`src/rtl/uart_game_pkg.sv`:
```
// rtl/uart_game_pkg.sv - shared frame definitions for the inter-board game link
//
// Purpose: one definition of the game-link frame (header, payload length,
// field widths and byte packing) shared by the transmit encoder and the
// receive parser, plus the receive FSM state type and the payload unpacker.
// Ports: none (package).
package uart_game_pkg;

  localparam logic [7:0] HEADER      = 8'hA5;
  localparam int         PAYLOAD_LEN = 9;

  localparam int POS_W     = 12;
  localparam int HP_W      = 4;
  localparam int BOSS_HP_W = 7;
  localparam int CLASS_W   = 2;

  // Payload byte indices (B0..B8)
  localparam int X_HI_BYTE      = 0;  // x[11:4]
  localparam int XY_BYTE        = 1;  // {x[3:0], y[11:8]}
  localparam int Y_LO_BYTE      = 2;  // y[7:0]
  localparam int HP_BYTE        = 3;  // {hp, aggro}
  localparam int BOSS_HP_BYTE   = 4;  // {flip_h, boss_hp}
  localparam int CLASS_BYTE     = 5;  // {class, 2'b00, boss_x[11:8]}
  localparam int BOSS_X_LO_BYTE = 6;  // boss_x[7:0]
  localparam int BOSS_Y_HI_BYTE = 7;  // boss_y[11:4]
  localparam int BOSS_Y_LO_BYTE = 8;  // {boss_y[3:0], 4'b0000}

  // Bit positions inside the shared bytes
  localparam int FLIP_BIT  = 7;
  localparam int CLASS_LSB = 6;

  typedef enum logic [1:0] {
    HUNT    = 2'd0,
    PAYLOAD = 2'd1,
    CHECK   = 2'd2
  } frame_state_e;

  typedef logic [PAYLOAD_LEN-1:0][7:0] payload_t;

  typedef struct packed {
    logic [POS_W-1:0]     p2_x;
    logic [POS_W-1:0]     p2_y;
    logic [HP_W-1:0]      p2_hp;
    logic [HP_W-1:0]      p2_aggro;
    logic [CLASS_W-1:0]   p2_class;
    logic                 p2_flip_h;
    logic [POS_W-1:0]     boss_x;
    logic [POS_W-1:0]     boss_y;
    logic [BOSS_HP_W-1:0] boss_hp;
  } game_frame_t;

  // Pad bits (CLASS_BYTE[5:4], BOSS_Y_LO_BYTE[3:0]) are deliberately ignored.
  function automatic game_frame_t unpack_frame(input payload_t p);
    game_frame_t f;
    f.p2_x      = {p[X_HI_BYTE], p[XY_BYTE][7:4]};
    f.p2_y      = {p[XY_BYTE][3:0], p[Y_LO_BYTE]};
    f.p2_hp     = p[HP_BYTE][7:4];
    f.p2_aggro  = p[HP_BYTE][3:0];
    f.p2_flip_h = p[BOSS_HP_BYTE][FLIP_BIT];
    f.boss_hp   = p[BOSS_HP_BYTE][BOSS_HP_W-1:0];
    f.p2_class  = p[CLASS_BYTE][CLASS_LSB +: CLASS_W];
    f.boss_x    = {p[CLASS_BYTE][3:0], p[BOSS_X_LO_BYTE]};
    f.boss_y    = {p[BOSS_Y_HI_BYTE], p[BOSS_Y_LO_BYTE][7:4]};
    return f;
  endfunction

endpackage

```
`src/rtl/uart_game_frame_rx.sv`:
```
// rtl/uart_game_frame_rx.sv - game-link frame parser on the UART RX FIFO
//
// Purpose: pops bytes from the RX FIFO, hunts for HEADER, collects the 9-byte
// payload and XOR checksum, and on a good checksum updates the remote player
// and boss outputs atomically. Also reports link health.
// Ports:
//   clk, rst              - system clock, asynchronous active-high reset
//   r_data, rx_empty      - RX FIFO head byte and empty flag
//   rd_uart               - FIFO pop, consumes r_data in the same cycle
//   player_2_*            - remote player state from the last good frame
//   boss_out_*            - remote boss state from the last good frame
//   frame_valid           - one-cycle strobe when the field outputs update
//   link_up               - a good frame was seen within LINK_TIMEOUT cycles
//   err_cnt               - saturating count of checksum errors and byte timeouts
module uart_game_frame_rx
  import uart_game_pkg::*;
#(
  parameter int unsigned BYTE_TIMEOUT = 65000,
  parameter int unsigned LINK_TIMEOUT = 6500000
) (
  input  logic                 clk,
  input  logic                 rst,
  input  logic [7:0]           r_data,
  input  logic                 rx_empty,
  output logic                 rd_uart,
  output logic [POS_W-1:0]     player_2_x,
  output logic [POS_W-1:0]     player_2_y,
  output logic [HP_W-1:0]      player_2_hp,
  output logic [HP_W-1:0]      player_2_aggro,
  output logic [CLASS_W-1:0]   player_2_class,
  output logic                 player_2_flip_h,
  output logic [POS_W-1:0]     boss_out_x,
  output logic [POS_W-1:0]     boss_out_y,
  output logic [BOSS_HP_W-1:0] boss_out_hp,
  output logic                 frame_valid,
  output logic                 link_up,
  output logic [7:0]           err_cnt
);

  localparam int BT_W = $clog2(BYTE_TIMEOUT + 1);
  localparam int LT_W = $clog2(LINK_TIMEOUT + 1);
  localparam logic [3:0]      LAST_IDX   = 4'(PAYLOAD_LEN - 1);
  localparam logic [BT_W-1:0] BT_LAST    = BT_W'(BYTE_TIMEOUT - 1);
  localparam logic [LT_W-1:0] LT_LAST    = LT_W'(LINK_TIMEOUT - 1);
  localparam logic [LT_W-1:0] LT_SAT     = LT_W'(LINK_TIMEOUT);

  frame_state_e    state_q, state_d;
  logic [3:0]      idx_q, idx_d;
  logic [7:0]      chk_q, chk_d;
  payload_t        pay_q, pay_d;
  logic [BT_W-1:0] byte_tmr_q, byte_tmr_d;
  logic [LT_W-1:0] link_tmr_q, link_tmr_d;
  logic            link_up_q, link_up_d;
  logic            frame_valid_q, frame_valid_d;
  logic [7:0]      err_q, err_d;
  game_frame_t     fields_q, fields_d, unpacked;

  logic accept;
  logic good_frame;
  logic err_evt;

  assign accept  = !rx_empty;
  assign rd_uart = accept;

  assign unpacked = unpack_frame(pay_q);

  // Frame FSM and byte timer
  always_comb begin
    state_d    = state_q;
    idx_d      = idx_q;
    chk_d      = chk_q;
    pay_d      = pay_q;
    byte_tmr_d = '0;
    good_frame = 1'b0;
    err_evt    = 1'b0;

    case (state_q)
      HUNT: begin
        if (accept && r_data == HEADER) begin
          state_d = PAYLOAD;
          idx_d   = '0;
          chk_d   = '0;
        end
      end
      PAYLOAD: begin
        if (accept) begin
          pay_d[idx_q] = r_data;
          chk_d        = chk_q ^ r_data;
          idx_d        = idx_q + 4'd1;
          if (idx_q == LAST_IDX) begin
            state_d = CHECK;
          end
        end
      end
      CHECK: begin
        // The checksum byte is always consumed here, so a mismatching byte
        // never gets a second look as a header.
        if (accept) begin
          state_d = HUNT;
          if (r_data == chk_q) begin
            good_frame = 1'b1;
          end else begin
            err_evt = 1'b1;
          end
        end
      end
      default: state_d = HUNT;
    endcase

    // An accepted byte leaves byte_tmr_d at its zero default, so a byte in
    // the would-be timeout cycle wins over the timeout.
    if (state_q != HUNT && !accept) begin
      if (byte_tmr_q == BT_LAST) begin
        err_evt = 1'b1;
        state_d = HUNT;
      end else begin
        byte_tmr_d = byte_tmr_q + BT_W'(1);
      end
    end
  end

  // Outputs and link health
  always_comb begin
    fields_d      = good_frame ? unpacked : fields_q;
    frame_valid_d = good_frame;
    err_d         = (err_evt && err_q != 8'hFF) ? err_q + 8'd1 : err_q;

    link_tmr_d = link_tmr_q;
    link_up_d  = link_up_q;
    if (good_frame) begin
      link_tmr_d = '0;
      link_up_d  = 1'b1;
    end else begin
      if (link_tmr_q != LT_SAT) begin
        link_tmr_d = link_tmr_q + LT_W'(1);
      end
      if (link_tmr_q == LT_LAST) begin
        link_up_d = 1'b0;
      end
    end
  end

  always_ff @(posedge clk or posedge rst) begin
    if (rst) begin
      state_q       <= HUNT;
      idx_q         <= '0;
      chk_q         <= '0;
      pay_q         <= '0;
      byte_tmr_q    <= '0;
      link_tmr_q    <= '0;
      link_up_q     <= 1'b0;
      frame_valid_q <= 1'b0;
      err_q         <= '0;
      fields_q      <= '0;
    end else begin
      state_q       <= state_d;
      idx_q         <= idx_d;
      chk_q         <= chk_d;
      pay_q         <= pay_d;
      byte_tmr_q    <= byte_tmr_d;
      link_tmr_q    <= link_tmr_d;
      link_up_q     <= link_up_d;
      frame_valid_q <= frame_valid_d;
      err_q         <= err_d;
      fields_q      <= fields_d;
    end
  end

  assign player_2_x      = fields_q.p2_x;
  assign player_2_y      = fields_q.p2_y;
  assign player_2_hp     = fields_q.p2_hp;
  assign player_2_aggro  = fields_q.p2_aggro;
  assign player_2_class  = fields_q.p2_class;
  assign player_2_flip_h = fields_q.p2_flip_h;
  assign boss_out_x      = fields_q.boss_x;
  assign boss_out_y      = fields_q.boss_y;
  assign boss_out_hp     = fields_q.boss_hp;
  assign frame_valid     = frame_valid_q;
  assign link_up         = link_up_q;
  assign err_cnt         = err_q;

endmodule

```
`config.mk`:
```
export PLATFORM = sky130hd
export DESIGN_NAME = uart_game_frame_rx
export DESIGN_NICKNAME = d
export VERILOG_FILES = /design/src/rtl/uart_game_pkg.sv /design/src/rtl/uart_game_frame_rx.sv
export SDC_FILE = /design/constraint.sdc
export NUM_CORES = 1
export LEC_CHECK = 0
export CAP_MARGIN = 20
export CORE_ASPECT_RATIO = 0.5
export CORE_MARGIN = 5
export CORE_UTILIZATION = 56
export DETAILED_ROUTE_END_ITERATION = 6
export HOLD_SLACK_MARGIN = 0.15
export PLACE_DENSITY = 0.86
export SLEW_MARGIN = 40
export SYNTH_ARGS = -nofsm -noshare
export SYNTH_HDL_FRONTEND = slang
export SYNTH_SLANG_ARGS = --single-unit
```
`constraint.sdc`:
```
create_clock -name clk -period 8.3 [get_ports clk]
set_input_delay 2.075 -clock clk [delete_from_list [all_inputs] [get_ports clk]]
set_output_delay 2.075 -clock clk [all_outputs]
set_load 0.02 [all_outputs]
```
Word-level counts from Yosys, hierarchy flattened:

Index checks and enable logic that the tools add are counted.

* reduce and logical (&&, ||, !) cells: 12
* div/mod/pow operators: 0
* shift-type cells: 0
* add/sub/neg operators: 4
* equal/unequal tests: 11
* $mul: 0
* $lt $le $gt $ge: 2
* multiplexer cells: 30
* bitwise operators: 2

Operator list (count)
* $bwmux 72: 1
* $mux 23: 2
* $demux 8 s4: 1
* $mux 16: 2
* $mux 8: 3
* $add 23x1->23 const B: 1
* $eq 23x23->1 const B: 1
* $ne 23x23->1 const B: 1
* $add 16x1->16 const B: 1
* $eq 16x16->1 const B: 1
* $pmux 8 s2: 1
* $mux 2: 6
* $mux 1: 10
* $add 8x1->8 const B: 1
* $eq 8x8->1: 1
* $eq 8x8->1 const B: 1
* $mux 4: 2
* $ne 8x8->1 const B: 1
* $pmux 4 s2: 1
* $reduce_bool 2->1: 4
* $xor 8x8->8: 1
* $pmux 2 s3: 1
* $lt 4x5->1 const B: 1
* $add 4x1->4 const B: 1
* 11 further kinds: 15

* input bits: 11
* output and inout bits: 77
* ROM bits: 0
* memories kept: 0
* bits in latches: 0
* word-level logic and storage cells: 87
* register bits after elaboration: 201
* bits in writable memories: 0

Longest topological paths before layout:

Gate-level depths: netlist of the first run.

* depth after elaboration: 7
* depth in mapped cells: 9
* gate-level depth less buffers: 6

Worst setup path after synthesis of the first run:

Ideal clock, no wire load.

* path type: input to output
* start: input port rx_empty
* end: output port rd_uart
* stages on the path: 1
* data arrival time: 2.235 ns
* buffers on the path: 0
* slack: 3.990 ns
* data required time: 6.225 ns
* cells stage by stage: inv_1

* cells in the longest elaborated chain, start to end: 1

Ends and longest elaborated chain
* start: declaration: line uart_game_frame_rx.sv:24 `input logic rx_empty,`
* $logic_not 1->1: line uart_game_frame_rx.sv:62 `assign accept = !rx_empty;`
* end: declaration: line uart_game_frame_rx.sv:25 `output logic rd_uart,`

No other way between the ends.

Worst setup path in the final report of the first run:

Ends and elaborated chain as after synthesis.

==> reports/qor.yml, run 1 <==
sta:
  hold_violations: 0
  finClkSkew_ps: 8.967
  rsz0062_at_grt: "no"
  slew_violations: 0
  worst_pin_slew_ps: 772.9
  slew-limit-headroom_pct: 48.40
  tns_ps: 0
  fin_crit_sh_pct: 65.63
  max_freq_mhz: 183.6
  setup_violations: 0
  hold_slack_ps: 490.6
  fin_crit_ps: 5447
clocking:
  cts_hold_buffers: 0
  numCtsBuffers: 17
  cts_tree: "done"
  post_cts_resized: 0
  worst_skew_pair.late_latency_ps: 420
  cts_setup_buffers: 0
  root_buffer: "clkbuf_16"
  h-tree-depth: 4
  clockBufferDepth: 2
  cts.sinks: 195
  cts.reportedPaths.clkPinSlew_ps: 70
floorplan:
  dieHeight_um: 95.43
  initial_utilization_pct: 56.80
  core_um2: 14390
  ios: 88
  die_area_um2: 17260
  num_rows: 31
  fp.dieW_um: 180.8
synthesis:
  synth_ff_type: "dfrtp_1"
  synth_edf_count: 0
  yosysTopAreaCell: "dfrtp_1"
  ys_top_cells_by_area: "dfrtp_1 (60%), mux2_2 (18%), xnor2_1 (2.8%), nor2_1 (2.8%), xor2_1 (2.5%)"
  postSynthCellCount: 624
  ys_types: 45
  synth-seq-area-share_pct: 59.71
  syn_avg_cell_area_um2: 13.10
  syn_area_um2: 8173
  synth_top_area_share_pct: 59.71
  ys_warn_count: 0
  synthArstFlopShare_pct: 100.0
  ys_ff_latch: 195
  synthesis.nets: 643
run_status:
  status: "finished, final reports clean"
setup_path:
  required_ps: 6230
  crit_type: "in2out"
  crit_fanout: 6
  cp-endpoint: "rd_uart"
  reg2reg_to: "boss_out_y[11]"
  worstSetupEndpointType: "output pin"
  startpoint_type: "input pin"
  rr_startpoint: "state_q[0]"
  r2r_slack_ps: 5200
  worst_ep_arrival_time_ps: 3370
  reg2reg_depth: 5
  critical_path.startpoint: "rx_empty"
route:
  drt_first_pass_iters: 5
  num_vias: 5202
  drt-initial-drc-count: 398
  finalWirelength_um: 17490
  postRouteAntennaNets: 0
  remaining_drc_errors: 0
  via_per_inst: 5.654
  drt-wirelength-per-cell_um: 19.01
final_layout:
  seqCellArea_um2: 4880
  mostFrequentLayoutCell: "dfrtp_1"
  area_growth_pct: 20.02
  fillCellCount: 958
  diodes: 0
  final_nets: 729
  mostFrequentLayoutCells: "dfrtp_1 (195), mux2_2 (132), clkdlybuf4s50_1 (87)"
  drive_gt1_share_pct: 25.21
  multi_input_area_um2: 3126
grt:
  grt_use_total_pct: 21.10
  grt_max_degree: 142
  grt.overflow.total: 0
  grt_pass1_vias: 5349
  antenna_found_initial: 0
  grt_pass1_wl_um: 28490
power_and_ir_drop:
  leakage_nw: 4.587
  fin_total_pwr_mw: 2.028
  power.density_nw_per_um2: 206.8
  ir_worst_vdd_v: 0.0001450
placed_design:
  hpwl_um: 10970
  port_buffers: 87
  gp_congestion: 0.8166
hold_path:
  min_path_type: "reg2reg"
run:
  cap_violations: 0
## state kept, by name, indices dropped and copies added (netlist names), 12 cells and up
register,count
link_tmr_q,23
boss_out_x,12
player_2_y,12
player_2_x,12
pay_q,66
boss_out_y,12
byte_tmr_q,16
## area by class of cell
class / instances / area share, %
clock inverter: 10 / 1.263
inverter: 17 / 0.7781
multi-input combinational: 390 / 31.86
tap: 198 / 2.526
timing repair buffer: 89 / 9.031
clock buffer: 21 / 4.796
sequential: 195 / 49.74
## Yosys cell counts, types with 2 or more instances
library cell	number
nor3_1	7
a21oi_1	6
nand2_1	25
mux2_2	132
buf_2	8
nand4_1	12
or3_1	3
nor3b_1	2
a211oi_1	4
or3_2	2
xnor2_1	26
dfrtp_1	195
buf_4	3
inv_1	16
xor2_1	23
nand3_1	23
and3_1	3
nor4bb_1	2
nor4b_1	3
nor2_1	60
ha_1	8
mux2_1	2
and4_1	2
o21ai_0	20
clkbuf_1	11
o31ai_1	2
nand2b_1	2
nand2_2	5
## cells by family (layout without fill, tap and decap cells)
logic type / count (synthesis) / after routing / synth area share [%]
flip-flops: 195 / 195 / 59.71
adder cells (fa/ha/maj): 8 / 8 / 1.225
AO/OA/AOI/OAI: 35 / 35 / 2.465
buffers and inverters: 39 / 137 / 2.051
AND/OR/NAND/NOR: 163 / 163 / 10.72
multiplexers: 135 / 135 / 18.59
XOR/XNOR: 49 / 49 / 5.251
## critical path, cell delays in order
cell and delay [ps]:
clkdlybuf4s50_1 520, inv_1 160, clkdlybuf4s50_1 620
## per-stage QoR
stage / std cells / setup slack [ps] / utilization [%] / area [um2]
4_1_cts: 920 / 2856 / 68.17 / 9809
2_1_floorplan: 624 / 912.8 / - / 8173
3_5_place_dp: 889 / 2865 / 64.04 / 9215
3_3_place_gp: 889 / 2917 / 64.00 / 9210
6_report: 920 / 2853 / 68.17 / 9809
5_1_grt: 920 / 2777 / 68.17 / 9809
## worst min path at each step
stage	start	end	slack, ps	cells past startpoint
after floorplan	pay_q[17]	pay_q[17]	460	1
after global placement	pay_q[1]	pay_q[1]	480	1
after detailed placement	pay_q[17]	pay_q[17]	480	1
after CTS	pay_q[17]	pay_q[17]	490	1
after global routing	pay_q[17]	pay_q[17]	500	1
final	pay_q[17]	pay_q[17]	490	1
## where the power goes
part / internal (mW) / switching [mW] / total, mW
Sequential: 1.01 / 0.0488 / 1.06
Clock: 0.470 / 0.353 / 0.823
Combinational: 0.0656 / 0.0825 / 0.148
## metal layers
layer | routed length (um) | vias to the layer above | global-route usage [%]
li1 | - | 2314 | -
met1 | 7245 | 2678 | 27.00
met2 | 8983 | 168 | 36.97
met3 | 944 | 42 | 4.726
met4 | 314 | 0 | 6.038
met5 | 0 | - | 0
Power figures use the tool's default switching activity.
==> inputs of run 2 (changes only) <==
- clock period: 8.3 -> 5.2 ns (I/O delays scaled with it)
==> run 2 against run 1 <==
Against the previous run:
- die area unchanged
- via count down 1.5%
- critical path depth did not move
- total power up 57%
- sequential share of layout area is 0.082 points lower
- register-to-register slack worse by 2400 ps
- global-route usage down 0.72 points
- setup slack lost 1600 ps
- clock power up 53%
- combinational power grew 59%
- design area rose by 0.17%
- clock-buffer cell count fell by 1
- largest cell class unchanged
- largest power group unchanged
==> reports/qor.yml, run 2 (synthesis results as in run 1) <==
grt:
  use_met1_pct: 27.03  # +0.031 points
  antenna_found_initial: 0  # unchanged
  use_met2_pct: 34.30  # -2.7 points
  grt_pass1_vias: 5305  # -0.82%
  grt_max_degree: 103  # -27%
  grt_pass1_wl_um: 27770  # -2.5%
  grt_use_total_pct: 20.39  # -0.72 points
  grt.overflow.total: 0  # unchanged
  top_usage_layer: "met2"
  grt.met3_usage_pct: 5.145  # +0.42 points
setup_path:
  critical_path.startpoint: "rx_empty"
  critPathTopFamily: "buffers and inverters"
  cp-endpoint: "rd_uart"
  critPathSlowestCell: "clkdlybuf4s50_1"
  crit_type: "in2out"
  worst_ep_arrival_time_ps: 2630  # -740 ps
  crit_buf_inv: 3  # unchanged
  rr_startpoint: "state_q[0]"
  required_ps: 3900  # -2330 ps
  critical_path.cell_chain: "clkdlybuf4s50_1 > inv_1 > clkdlybuf4s50_1"
  crit_fanout: 6  # unchanged
  slowest_delay_ps: 630  # about the same
  r2r_slack_ps: 2830  # -2370 ps
  crit_top_cell: "clkdlybuf4s50_1"
  crit_cells: 3  # unchanged
  worstSetupEndpointType: "output pin"
  reg2reg_depth: 5  # unchanged
  startpoint_type: "input pin"
  reg2reg_to: "player_2_hp[3]"
final_layout:
  final_nets: 731  # +0.27%
  area_growth_pct: 20.22
  regMostFlops: "pay_q"
  drive_gt1_share_pct: 25.66  # +0.45 points
  mostFrequentLayoutCell: "dfrtp_1"
  top_regs: "pay_q (66), link_tmr_q (23), byte_tmr_q (16)"
  fillCellCount: 950  # -0.84%
  mostFrequentLayoutCells: "dfrtp_1 (195), mux2_2 (132), clkdlybuf4s50_1 (87)"
  diodes: 0  # unchanged
  largest_register_ffs: 66  # unchanged
  fin_util_pct: 68.28  # +0.11 points
clocking:
  post_cts_resized: 0  # unchanged
  worst_skew_pair.late_latency_ps: 420  # about the same
  root_buffer: "clkbuf_16"
  h-tree-depth: 4  # unchanged
  cts_setup_buffers: 0  # unchanged
  clockBufferDepth: 2  # unchanged
  numCtsBuffers: 17  # unchanged
  cts_hold_buffers: 0  # unchanged
  cts.sinks: 195  # unchanged
  cts.reportedPaths.clkPinSlew_ps: 60  # about the same
  cts_tree: "done"
placed_design:
  hpwl_um: 11220  # +2.2%
  port_buffers: 87  # unchanged
  gp_congestion: 0.8669  # +6.2%
route:
  finalWirelength_um: 16780  # -4.0%
  drt-wirelength-per-cell_um: 18.18  # -4.3%
  remaining_drc_errors: 0  # unchanged
  num_vias: 5122  # -1.5%
  drt_first_pass_iters: 5  # unchanged
  postRouteAntennaNets: 0  # unchanged
  drt-initial-drc-count: 395  # -0.75%
  via_per_inst: 5.549  # -1.9%
floorplan:
  ios: 88  # unchanged
  core_um2: 14390  # unchanged
  initial_utilization_pct: 56.80  # unchanged
  fp.dieW_um: 180.8  # unchanged
  dieHeight_um: 95.43  # unchanged
  die_area_um2: 17260  # unchanged
  num_rows: 31  # unchanged
sta:
  slew-limit-headroom_pct: 50.77  # +2.4 points
  max_freq_mhz: 254.4
  hold_violations: 0  # unchanged
  slew_violations: 0  # unchanged
  fin_crit_sh_pct: 75.59
  tns_ps: 0  # unchanged
  worst_pin_slew_ps: 731.7  # -41.29 ps
  fin_crit_ps: 3931
  setup_violations: 0  # unchanged
  finClkSkew_ps: 9.070  # +0.1026 ps
  rsz0062_at_grt: "no"
run:
  cap_violations: 0  # unchanged
hold_path:
  min_path_type: "reg2reg"
power_and_ir_drop:
  power.density_nw_per_um2: 323.3  # +56%
  ir_worst_vdd_v: 0.0002359  # +63%
  leakage_nw: 4.599  # +0.26%
run_status:
  status: "finished, final reports clean"
## run 2: changes by cell type in the layout (fill, tap and decap cells not counted), sizes merged
cell      delta
buf          +2
bufinv       -1
clkinv       +3
inv          -1
clkinvlp     +1
clkbuf       -1
## run 2: worst min path at each step
stage | startpoint | to | slack (ps) | depth (start not counted)
final | pay_q[39] | player_2_flip_h | 500 | 1
after global routing | boss_out_y[9] | boss_out_y[9] | 510 | 1
after CTS | pay_q[29] | player_2_hp[1] | 500 | 1
after detailed placement | pay_q[17] | pay_q[17] | 480 | 1
after global placement | pay_q[17] | pay_q[17] | 470 | 1
after floorplan | pay_q[17] | pay_q[17] | 460 | 1
## run 2: metrics by stage
stage	cells	total power [mW]	instance area [um2]	hold WS (ps)	setup WS, ps
2_1_floorplan	624	1.854	8177	458.5	1382
3_3_place_gp	890	1.914	9226	474.6	1280
3_5_place_dp	891	1.937	9254	481.1	1236
4_1_cts	923	3.194	9826	500.3	1271
5_1_grt	923	3.294	9826	514.0	1217
6_report	923	3.177	9826	501.6	1269
## run 2: per-layer routing
| layer | up-vias | share of wire (%) |
|---|---|---|
| li1 | 2331 | - |
| met1 | 2631 | 43 |
| met2 | 140 | 50 |
| met3 | 20 | 5.4 |
| met4 | 0 | 1.2 |
| met5 | - | 0 |
## run 2: layout make-up
class,instances,area [um2],area share [%]
clock buffer,20,466.7,4.750
clock inverter,12,105.1,1.070
inverter,17,67.56,0.6876
multi-input combinational,390,3126,31.81
sequential,195,4880,49.66
tap,198,247.7,2.521
timing repair buffer,91,933.4,9.500
## run 2: power breakdown
| part | switching, mW | internal [mW] |
|---|---|---|
| combinational | 0.128 | 0.107 |
| clock | 0.561 | 0.700 |
| sequential | 0.0714 | 1.61 |
| total | 0.760 | 2.42 |
==> inputs of run 3 (changes only) <==
- clock period: 5.2 -> 3.7 ns (I/O delays scaled with it)
==> run 3 against run 2 <==
Against the previous run:
- highest routed layer unchanged
- clock power rose by 61%
- sequential cell count did not move
- critical path depth did not move
- largest power group unchanged
- global-route usage rose by 0.82 points
- clock-buffer cell count rose by 2
- largest cell class unchanged
- non-clock buffer count rose by 12
==> reports/qor.yml, run 3 (synthesis results as in run 1) <==
sta:
  tns_ps: 0  # unchanged
  slew_violations: 0  # unchanged
  fin_crit_ps: 3181
  slew-limit-headroom_pct: 53.06  # +2.3 points
  setup_violations: 0  # unchanged
  finClkSkew_ps: 10.12  # +1.046 ps
  worst_pin_slew_ps: 697.7  # -33.95 ps
  hold_violations: 0  # unchanged
  fin_crit_sh_pct: 85.98
  max_freq_mhz: 314.4
  rsz0062_at_grt: "no"
power_and_ir_drop:
  leakage_nw: 4.691  # +2.0%
  power.density_nw_per_um2: 471.6  # +46%
  ir_worst_vdd_v: 0.0003247  # +38%
route:
  finalWirelength_um: 17470  # +4.1%
  drt-initial-drc-count: 325  # -18%
  drt-wirelength-per-cell_um: 18.73  # +3.0%
  drt_first_pass_iters: 5  # unchanged
  postRouteAntennaNets: 0  # unchanged
  num_vias: 5203  # +1.6%
  remaining_drc_errors: 0  # unchanged
  via_per_inst: 5.577  # +0.49%
clocking:
  clockBufferDepth: 2  # unchanged
  root_buffer: "clkbuf_16"
  cts_setup_buffers: 0  # unchanged
  worst_skew_pair.late_latency_ps: 420  # about the same
  cts.reportedPaths.clkPinSlew_ps: 70  # about the same
  cts_tree: "done"
  cts.sinks: 195  # unchanged
  numCtsBuffers: 17  # unchanged
  post_cts_resized: 0  # unchanged
  cts_hold_buffers: 0  # unchanged
  h-tree-depth: 4  # unchanged
setup_path:
  worst_ep_arrival_time_ps: 2260  # -370 ps
  crit_type: "in2out"
  crit_fanout: 6  # unchanged
  required_ps: 2770  # -1130 ps
  worstSetupEndpointType: "output pin"
  startpoint_type: "input pin"
final_layout:
  fillCellCount: 934  # -1.7%
  mostFrequentLayoutCell: "dfrtp_1"
  mostFrequentLayoutCells: "dfrtp_1 (195), mux2_2 (132), clkdlybuf4s50_1 (87)"
  diodes: 0  # unchanged
  final_nets: 743  # +1.6%
  regMostFlops: "pay_q"
  largest_register_ffs: 66  # unchanged
  top_regs: "pay_q (66), link_tmr_q (23), byte_tmr_q (16)"
  fin_util_pct: 69.63  # +1.3 points
  area_growth_pct: 22.60
  final_cells: 933  # +1.1%
  drive_gt1_share_pct: 26.53  # +0.88 points
grt:
  grt_max_degree: 76  # -26%
  grt_pass1_wl_um: 28800  # +3.7%
  grt.overflow.total: 0  # unchanged
  grt_use_total_pct: 21.21  # +0.82 points
  antenna_found_initial: 0  # unchanged
  grt_pass1_vias: 5553  # +4.7%
floorplan:
  fp.dieW_um: 180.8  # unchanged
  core_um2: 14390  # unchanged
  die_area_um2: 17260  # unchanged
  initial_utilization_pct: 56.80  # unchanged
  ios: 88  # unchanged
  num_rows: 31  # unchanged
  dieHeight_um: 95.43  # unchanged
placed_design:
  gp_congestion: 0.8508  # -1.9%
  hpwl_um: 11250  # +0.31%
  dp.cells: 903  # +1.3%
  port_buffers: 87  # unchanged
run_status:
  status: "finished, final reports clean"
hold_path:
  min_path_type: "reg2reg"
run:
  cap_violations: 0  # unchanged
run 3: cell types whose count changed in the layout (fill, tap and decap cells not counted), sizes merged:
cell    delta
buf       +12
bufinv     +4
clkbuf     +2
clkinv     -6
inv        -2
run 3: per-layer routing:
layer	routed length (um)	GRT usage, %	share of wire (%)	vias up
li1	-	-	-	2365
met1	7568	27.11	43	2711
met2	9030	37.56	52	112
met3	708	4.192	4.1	15
met4	164	6.226	0.94	0
met5	0	0	0	-
run 3: final timing paths:
| kind | from | endpoint | slack (ps) | depth (start not counted) |
|---|---|---|---|---|
| setup / recovery | rx_empty | rd_uart | 520 | 3 |
| hold / removal | pay_q[29] | player_2_hp[1] | 500 | 1 |
| setup reg to reg | state_q[1] | pay_q[35] | 1460 | 5 |
| hold reg to reg | pay_q[29] | player_2_hp[1] | 500 | 1 |
| max in group asynchronous | rst | byte_tmr_q[8] | 2020 | 3 |
| min in group asynchronous | rst | pay_q[25] | 920 | 2 |
run 3: report_power, final:
group          internal [mW]  total (mW)  leakage, nW  switching (mW)
sequential              2.26        2.36         2.68          0.0963
combinational          0.157       0.339         1.70           0.182
clock                   1.27        2.03        0.315           0.760
run 3: final cells by class:
cell class	instances	area (um2)	share of cell area, %
clock buffers	22	484.2	4.833
clock inverters	8	173.9	1.736
inverters	17	67.56	0.6743
multi-input cells	390	3126	31.19
flip-flops and latches	195	4880	48.70
well taps	198	247.7	2.473
repair buffers	103	1041	10.39
run 3: per-stage QoR:
stage | hold WS (ps) | total power [mW] | instance area [um2] | setup WS, ps
4_1_cts | 496.3 | 4.757 | 10020 | 511.0
6_report | 495.8 | 4.726 | 10020 | 518.8
2_1_floorplan | 458.5 | 2.605 | 8177 | 256.6
3_5_place_dp | 478.8 | 2.725 | 9361 | 522.6
5_1_grt | 516.7 | 4.886 | 10020 | 423.1
3_3_place_gp | 475.8 | 2.695 | 9361 | 556.8
run 3: worst max-delay path, stage by stage:
cell and delay, ps:
clkdlybuf4s50_1 530, inv_1 160, clkdlybuf4s50_1 640
